**src/rtl/kernel_ctrl_pkg.sv**
```systemverilog
// Shared types and sizing for the kernel bank load/read sequencer.
// Imported by the coefficient-stream interface and the controller.
package kernel_ctrl_pkg;

    typedef enum logic [1:0] {
        IDLE,
        LOAD,
        READY,
        READ
    } kctrl_state_t;

    localparam int KCTRL_WIDTH    = 16;
    localparam int KCTRL_NUM_CH   = 16;
    localparam int KCTRL_NUM_COEF = 18;
    localparam int KCTRL_ADDR_W   = 5;

endpackage

```
**src/rtl/kernel_load_ctrl_if.sv**
```systemverilog
// Valid/ready coefficient stream from the loader/DMA into the controller.
// master = loader side, slave = controller side.
interface kernel_load_ctrl_if
    import kernel_ctrl_pkg::*;
#(
    parameter int WIDTH = KCTRL_WIDTH
);

    logic             coef_valid;
    logic             coef_ready;
    logic [WIDTH-1:0] coef_data;

    modport master (
        output coef_valid,
        output coef_data,
        input  coef_ready
    );

    modport slave (
        input  coef_valid,
        input  coef_data,
        output coef_ready
    );

endinterface

```
**src/rtl/kernel_load_ctrl.sv**
```systemverilog
// Load/read sequencer for the 16-unit kernel register bank.
// Channel-major load with registered writes; fixed-length read sweep.
module kernel_load_ctrl
    import kernel_ctrl_pkg::*;
#(
    parameter int WIDTH    = KCTRL_WIDTH,
    parameter int NUM_CH   = KCTRL_NUM_CH,
    parameter int NUM_COEF = KCTRL_NUM_COEF,
    parameter int ADDR_W   = KCTRL_ADDR_W
) (
    input  logic              clk,
    input  logic              arst_n_in,
    input  logic              load_start,
    input  logic              read_start,
    kernel_load_ctrl_if.slave coef_if,
    output logic [ADDR_W-1:0] kernel_write_addr,
    output logic [NUM_CH-1:0] kernel_we,
    output logic [WIDTH-1:0]  kernel_din,
    output logic [ADDR_W-1:0] kernel_read_addr,
    output logic              kernel_re,
    output logic              read_last,
    output logic              loaded,
    output logic              busy
);

    localparam int CH_W = (NUM_CH > 1) ? $clog2(NUM_CH) : 1;

    localparam logic [CH_W-1:0]   CH_LAST   = CH_W'(NUM_CH - 1);
    localparam logic [ADDR_W-1:0] COEF_LAST = ADDR_W'(NUM_COEF - 1);

    kctrl_state_t      state_q;
    logic [CH_W-1:0]   ch_cnt_q;
    logic [ADDR_W-1:0] coef_cnt_q;
    logic [NUM_CH-1:0] we_q;
    logic [ADDR_W-1:0] waddr_q;
    logic [WIDTH-1:0]  din_q;
    logic [ADDR_W-1:0] raddr_q;
    logic              re_q;
    logic              last_q;
    logic              loaded_q;

    logic              accept;
    logic [ADDR_W-1:0] raddr_d;

    assign coef_if.coef_ready = (state_q == LOAD);
    assign accept  = coef_if.coef_valid && coef_if.coef_ready;
    assign raddr_d = raddr_q + ADDR_W'(1);

    always_ff @(posedge clk or negedge arst_n_in) begin
        if (!arst_n_in) begin
            state_q    <= IDLE;
            ch_cnt_q   <= '0;
            coef_cnt_q <= '0;
            we_q       <= '0;
            waddr_q    <= '0;
            din_q      <= '0;
            raddr_q    <= '0;
            re_q       <= 1'b0;
            last_q     <= 1'b0;
            loaded_q   <= 1'b0;
        end else begin
            // Write and read strobes are single-cycle pulses.
            we_q   <= '0;
            re_q   <= 1'b0;
            last_q <= 1'b0;
            unique case (state_q)
                IDLE: begin
                    if (load_start) begin
                        state_q    <= LOAD;
                        ch_cnt_q   <= '0;
                        coef_cnt_q <= '0;
                    end
                end
                LOAD: begin
                    if (accept) begin
                        we_q    <= NUM_CH'(1) << ch_cnt_q;
                        waddr_q <= coef_cnt_q;
                        din_q   <= coef_if.coef_data;
                        if (coef_cnt_q == COEF_LAST) begin
                            coef_cnt_q <= '0;
                            if (ch_cnt_q == CH_LAST) begin
                                ch_cnt_q <= '0;
                                state_q  <= READY;
                                loaded_q <= 1'b1;
                            end else begin
                                ch_cnt_q <= ch_cnt_q + CH_W'(1);
                            end
                        end else begin
                            coef_cnt_q <= coef_cnt_q + ADDR_W'(1);
                        end
                    end
                end
                READY: begin
                    // Reload wins over a simultaneous read request.
                    if (load_start) begin
                        state_q    <= LOAD;
                        loaded_q   <= 1'b0;
                        ch_cnt_q   <= '0;
                        coef_cnt_q <= '0;
                    end else if (read_start) begin
                        state_q <= READ;
                        re_q    <= 1'b1;
                        raddr_q <= '0;
                        last_q  <= (NUM_COEF == 1);
                    end
                end
                READ: begin
                    if (raddr_q == COEF_LAST) begin
                        state_q <= READY;
                    end else begin
                        re_q    <= 1'b1;
                        raddr_q <= raddr_d;
                        last_q  <= (raddr_d == COEF_LAST);
                    end
                end
                default: state_q <= IDLE;
            endcase
        end
    end

    assign kernel_we         = we_q;
    assign kernel_write_addr = waddr_q;
    assign kernel_din        = din_q;
    assign kernel_read_addr  = raddr_q;
    assign kernel_re         = re_q;
    assign read_last         = last_q;
    assign loaded            = loaded_q;
    assign busy              = (state_q == LOAD) || (state_q == READ);

endmodule

```
**src/flat_wrapper.sv**
```systemverilog
// flat-port wrapper written by rule: the top's interface ports become plain ports
module kernel_load_ctrl_flat import kernel_ctrl_pkg::*;
#(
    parameter int WIDTH    = KCTRL_WIDTH,
    parameter int NUM_CH   = KCTRL_NUM_CH,
    parameter int NUM_COEF = KCTRL_NUM_COEF,
    parameter int ADDR_W   = KCTRL_ADDR_W
)
  (clk, arst_n_in, load_start, read_start, kernel_write_addr, kernel_we, kernel_din, kernel_read_addr, kernel_re, read_last, loaded, busy, coef_if_coef_valid, coef_if_coef_data, coef_if_coef_ready);
  kernel_load_ctrl_if #(.WIDTH(WIDTH)) coef_if_i ();
  input  logic clk;
  input  logic arst_n_in;
  input  logic load_start;
  input  logic read_start;
  output logic [ADDR_W-1:0] kernel_write_addr;
  output logic [NUM_CH-1:0] kernel_we;
  output logic [WIDTH-1:0] kernel_din;
  output logic [ADDR_W-1:0] kernel_read_addr;
  output logic kernel_re;
  output logic read_last;
  output logic loaded;
  output logic busy;
  input wire logic [$bits(coef_if_i.coef_valid)-1:0] coef_if_coef_valid;
  input wire logic [$bits(coef_if_i.coef_data)-1:0] coef_if_coef_data;
  output wire logic [$bits(coef_if_i.coef_ready)-1:0] coef_if_coef_ready;
  assign coef_if_i.coef_valid = coef_if_coef_valid;
  assign coef_if_i.coef_data = coef_if_coef_data;
  assign coef_if_coef_ready = coef_if_i.coef_ready;
  kernel_load_ctrl #(.WIDTH(WIDTH), .NUM_CH(NUM_CH), .NUM_COEF(NUM_COEF), .ADDR_W(ADDR_W)) u_core (.clk(clk), .arst_n_in(arst_n_in), .load_start(load_start), .read_start(read_start), .coef_if(coef_if_i), .kernel_write_addr(kernel_write_addr), .kernel_we(kernel_we), .kernel_din(kernel_din), .kernel_read_addr(kernel_read_addr), .kernel_re(kernel_re), .read_last(read_last), .loaded(loaded), .busy(busy));
endmodule
```
**config.mk**
```make
export PLATFORM = sky130hd
export DESIGN_NAME = kernel_load_ctrl_flat
export DESIGN_NICKNAME = d
export VERILOG_FILES = /design/src/rtl/kernel_ctrl_pkg.sv /design/src/rtl/kernel_load_ctrl_if.sv /design/src/rtl/kernel_load_ctrl.sv /design/src/flat_wrapper.sv
export SDC_FILE = /design/constraint.sdc
export NUM_CORES = 1
export LEC_CHECK = 0
export ABC_AREA = 1
export BUFFER_PORTS_ARGS = -buffer_cell sky130_fd_sc_hd__buf_2
export CAP_MARGIN = 20
export CELL_PAD_IN_SITES_DETAIL_PLACEMENT = 0
export CELL_PAD_IN_SITES_GLOBAL_PLACEMENT = 2
export CORE_MARGIN = 2
export CORE_UTILIZATION = 31
export CTS_CLUSTER_DIAMETER = 120
export DETAILED_ROUTE_END_ITERATION = 8
export PLACE_DENSITY = 0.77
export SYNTH_ARGS = -nofsm -noshare
export SYNTH_HDL_FRONTEND = slang
export SYNTH_SLANG_ARGS = --single-unit
```
**constraint.sdc**
```tcl
create_clock -name clk -period 1.6 [get_ports clk]
set_clock_uncertainty 0.1 [all_clocks]
set_input_delay 0.32 -clock clk [delete_from_list [all_inputs] [get_ports clk]]
set_output_delay 0.32 -clock clk [all_outputs]
set_load 0.01 [all_outputs]
```
; After elaboration in Yosys (flattened, before gate mapping)
; Cells that the tools add are included.
[word_totals]
register_bits = 56
latch_bits = 0
ramBits = 0
romBits = 0
in_bits = 21
out_inout_bits = 47
word_cells = 79
n_memories = 0
[classes]
n_addsub = 3
mul = 0
n_div = 0
order_cmp = 0
eq_ne = 18
n_shift = 1
mux = 34
n_bitwise = 0
reduce_logical = 13
[ops]
columns = operator, n
row1 = $mux 16, 2
row2 = $mux 5, 6
row3 = $pmux 5 s2, 2
row4 = $mux 4, 4
row5 = $ne 2x2->1 const B, 8
row6 = $shl 1x4->16 const A, 1
row7 = $eq 5x5->1 const B, 3
row8 = $mux 2, 7
row9 = $add 5x1->5 const B, 2
row10 = $mux 1, 9
row11 = $pmux 2 s4, 1
row12 = $pmux 4 s2, 1
row13 = $reduce_and 4->1, 2
row14 = $reduce_and 6->1, 1
row15 = $reduce_bool 2->1, 3
row16 = $reduce_and 5->1, 1
row17 = $add 4x1->4 const B, 1
row18 = $eq 2x2->1 const B, 2
row19 = $eq 4x4->1 const B, 1
row20 = $ne 2x1->1 const B, 2
row21 = $pmux 1 s2, 2
row22 = $ne 3x3->1 const B, 1
row23 = $reduce_and 3->1, 1
row24 = $eq 2x1->1 const B, 1
row25 = other kinds (5), 5

; Depth between registers and ports, before layout
[depth]
ltp_word = 5
depth_mapped = 10

; Worst setup path after synthesis
; OpenSTA, ideal clock, no wires.
[synth_timing]
path_type = flip-flop to flip-flop
from = register u_core.coef_cnt_q[1]
to = register u_core.state_q[0]
arrival_ns = 1.215
t_required_ns = 1.374
slack_ns = 0.159
stages_incl_launch_ff = 10
period_less_slack_ns = 1.441
cell_sequence = dfrtp_1 > inv_1 > ha_1 > nand2_1 > inv_1 > nand2_1 > nand2_1 > nand2_1 > nor2_1 > o21ai_0
[synth_between]
elab_chain_len = 3
[synth_rtl]
columns = element, line
row1 = start: declaration, kernel_load_ctrl.sv:33  ; logic [ADDR_W-1:0] coef_cnt_q;
row2 = start signal: assignment, kernel_load_ctrl.sv:89  ; coef_cnt_q <= coef_cnt_q + ADDR_W'(1);
row3 = $eq 5x5->1, kernel_load_ctrl.sv:79  ; if (coef_cnt_q == COEF_LAST) begin
row4 = $ne 2x2->1 (no line), -
row5 = $reduce_and 6->1 (no line), -
row6 = end signal: assignment, kernel_load_ctrl.sv:83  ; state_q <= READY;
row7 = end signal: assignment, kernel_load_ctrl.sv:96  ; state_q <= LOAD;
row8 = end signal: assignment, kernel_load_ctrl.sv:101  ; state_q <= READ;
row9 = end: declaration, kernel_load_ctrl.sv:31  ; kctrl_state_t state_q;
; No other way between the ends.
; A chain may end at the register's enable or synchronous reset.

; Worst setup path in the final report
[layout_timing]
from = register u_core.state_q[0]
to = output port coef_if_coef_ready
[layout_between]
elab_chain_len = 1
[layout_rtl]
columns = element, line
row1 = start signal: assignment, kernel_load_ctrl.sv:51  ; state_q <= IDLE;
row2 = start signal: assignment, kernel_load_ctrl.sv:69  ; state_q <= LOAD;
row3 = start signal: assignment, kernel_load_ctrl.sv:83
row4 = $eq 2x1->1, kernel_load_ctrl.sv:45  ; assign coef_if.coef_ready = (state_q == LOAD);
row5 = end: declaration, flat_wrapper.sv:25  ; output wire logic [$bits(coef_if_i.coef_ready)-1:0] coef_if_coef_ready;
; No other way between the ends.

==> flow_summary.ini <==
[run_status]
status = completed

[layout]
antenna_cells = 0
final_util = 0.4050
final_nets = 377
areaGrowthSynthToFinish_pct = 26.02
drive_above_1_share = 0.3150
final_area_um2 = 3146
fillers = 836

[route]
postRouteWirelength_um = 5131
post_drt_wl_per_cell_um = 11.45
viasPerCell = 4.252
drt_iter0_markers = 54
ant_nets = 0
vias = 1905
drt-pass1-iter-count = 4
drc_errors = 0

[timing]
period_share = 0.9335
hold_viol_final = 0
max_slew_margin = 0.7972
fmax_mhz = 669.6
period_needed_ps = 1494
drv_slew = 0
worstMarginPinSlew_ps = 304.2
setup_viol = 0
setup_ws_ps = 106.5
timing.hold.ws_ps = 100.3

[grt]
antenna_found_initial = 0
grt_pass1_wl_um = 8452
grt_max_degree = 57
grt_pass1_vias = 1808
overflow = 0
grt.total_usage = 0.1225

[yosys]
syn_avg_cell_area_um2 = 9.384
synth_warnings = 0
ys_types = 29
yosysMostFrequentCell = nand2_1
synth-main-ff-cell = dfrtp_1
syn_area_um2 = 2496
synth-edff-count = 0
ys_top_cells_by_area = dfrtp_1, nand2_1, ha_1, nand3_1, inv_1
yosys.area.top_type = dfrtp_1
yosysSeqAreaShare = 0.5614
syn_inst = 266
synth-seq-cells = 56
synth_nets = 298
synth_common_cells = nand2_1, dfrtp_1, inv_1, nor2_1, nand3_1
yosys.area.top_type_share = 0.5614
async_reset_ff_frac = 1.000

[floorplanning]
initial_utilization = 0.3214
num_rows = 32
die_x_um = 93.74
pin_count = 68
dieArea_um2 = 8786
die_h_um = 93.74
core_area_um2 = 7767

[power]
pwr-share-seq = 0.492
pwr-share-clk = 0.286
p_int_mw = 2.412
ir_drop_mv = 0.3753
p_sw_mw = 1.014
power_leakage_nw = 1.714
powerDensity_nw_per_um2 = 1089
combPwrFrac = 0.222
switching_share = 0.2959

[run]
cap_viol_max_count = 0

[cts]
clock_latency_ps = 310
clockBufferDepth = 2
cts_sinks = 56
cts-root-buf = clkbuf_8
cts_tree = built
h-tree-depth = 2
clkTransAtPathRegs_ps = 100
cts_buffers = 5

[min_path]
min_path_type = in -> reg

[worst_setup_path]
critical_path.max_fanout = 6
r2r_slack_ps = 120
crit_chain = inv_4 > nor2_4 > buf_2
worst_setup_path_start_kind = flop
arrival_ps = 1070
slowest_stage = dfrtp_2
critical_path_class = reg -> out
crit_path_end_kind = output pin
slowest_delay_ps = 430
crit_required_ps = 1180

[place]
numPortBuffers = 67
pre_cts_ws_ps = -0.6742
post-dp-hpwl_um = 3655
globalplace.congestion = 0.7731
dpl-instance-area_um2 = 2995
[power groups by stage]
stage	clock [mW]	sequential [mW]	combinational [mW]
2_1_floorplan	0	1.78	0.404
3_3_place_gp	0	1.71	0.769
3_5_place_dp	0	1.72	0.771
4_1_cts	1.01	1.69	0.775
5_1_grt	1.09	1.71	0.878
6_report	0.981	1.69	0.759
[final cells by class]
class | count | area, um^2 | share of cell area
sequential | 56 | 1403 | 0.4459
multi-input combinational | 178 | 950.9 | 0.3023
timing repair buffer | 80 | 447.9 | 0.1424
tap | 102 | 127.6 | 0.04057
inverter | 24 | 95.09 | 0.03023
clock buffer | 6 | 82.58 | 0.02625
clock inverter | 2 | 38.79 | 0.01233
[per-layer routing]
layer	share of wire	wire length (um)	global-route usage	vias to the layer above
met5	0	0	0	-
met4	0.016	80	0.04348	0
met3	0.051	262	0.03050	5
met2	0.46	2381	0.1976	38
met1	0.47	2407	0.1600	873
li1	-	-	-	989
[what timing repair did]
item	CTS	global route
pin swaps	0	1
buffers inserted	0	0
hold endpoints to repair	56	0
endpoints found under the setup margin	2	34
hold buffers	1	0
gates resized for setup	0	8
[worst paths after layout]
kind	from	end	cells after the start
worst max-delay path	u_core.state_q[0]	coef_if_coef_ready	3
worst min-delay path	coef_if_coef_data[15]	u_core.kernel_din[15]	3
worst max register to register	u_core.kernel_read_addr[1]	u_core.state_q[0]	7
worst min register to register	u_core.kernel_write_addr[2]	u_core.kernel_write_addr[2]	2
max in group asynchronous	arst_n_in	u_core.state_q[0]	3
min in group asynchronous	arst_n_in	u_core.kernel_we[10]	3
[logic make-up (layout without fill, tap and decap cells)]
group / count (synthesis) / after routing / synth area share
AOI/OAI and AO/OA: 23 / 23 / 0.05965
xor gates and xnor gates: 5 / 5 / 0.01754
buffers and inverters: 32 / 112 / 0.06366
DFF: 56 / 56 / 0.5614
and+or+nand+nor: 139 / 139 / 0.2426
adders and majority gates: 11 / 11 / 0.05514
[placed cells by master (no fill, tap or decap), types with 2 or more instances in the layout]
cell and n:
o22ai_1 2, o21ai_2 6, nand2_8 2, nor3_1 6, clkbuf_8 6, nand2_2 6
buf_4 11, dfrtp_1 55, inv_4 2, xor2_1 4, nand2_1 86, ha_1 11
nor2_1 17, nand4_1 3, nand3_1 16, buf_2 67, inv_1 20, o21ai_0 10
[state kept, by name, indices dropped and copies added (netlist names)]
name and count:
u_core.kernel_din 16, u_core.kernel_we 16, u_core.coef_cnt_q 5, u_core.kernel_read_addr 5
u_core.kernel_write_addr 5, u_core.ch_cnt_q 4, u_core.state_q 2, u_core.kernel_re 1
u_core.loaded 1, u_core.read_last 1
[metrics by stage]
step	cells	TNS (ps)	power, mW
floorplan	266	0	2.181
global placement	439	0	2.480
global route	448	-2.715	3.678
CTS	448	-24.22	3.477
finish	448	0	3.426
detailed placement	439	-0.6742	2.486
[critical path: cells and delay by family, from the launching register on]
kind                   cells  cell delay [ps]
flip-flops                 1              430
AND/OR/NAND/NOR            1              120
buffers and inverters      2              220
Note: power is estimated with default switching activity, not from simulation.
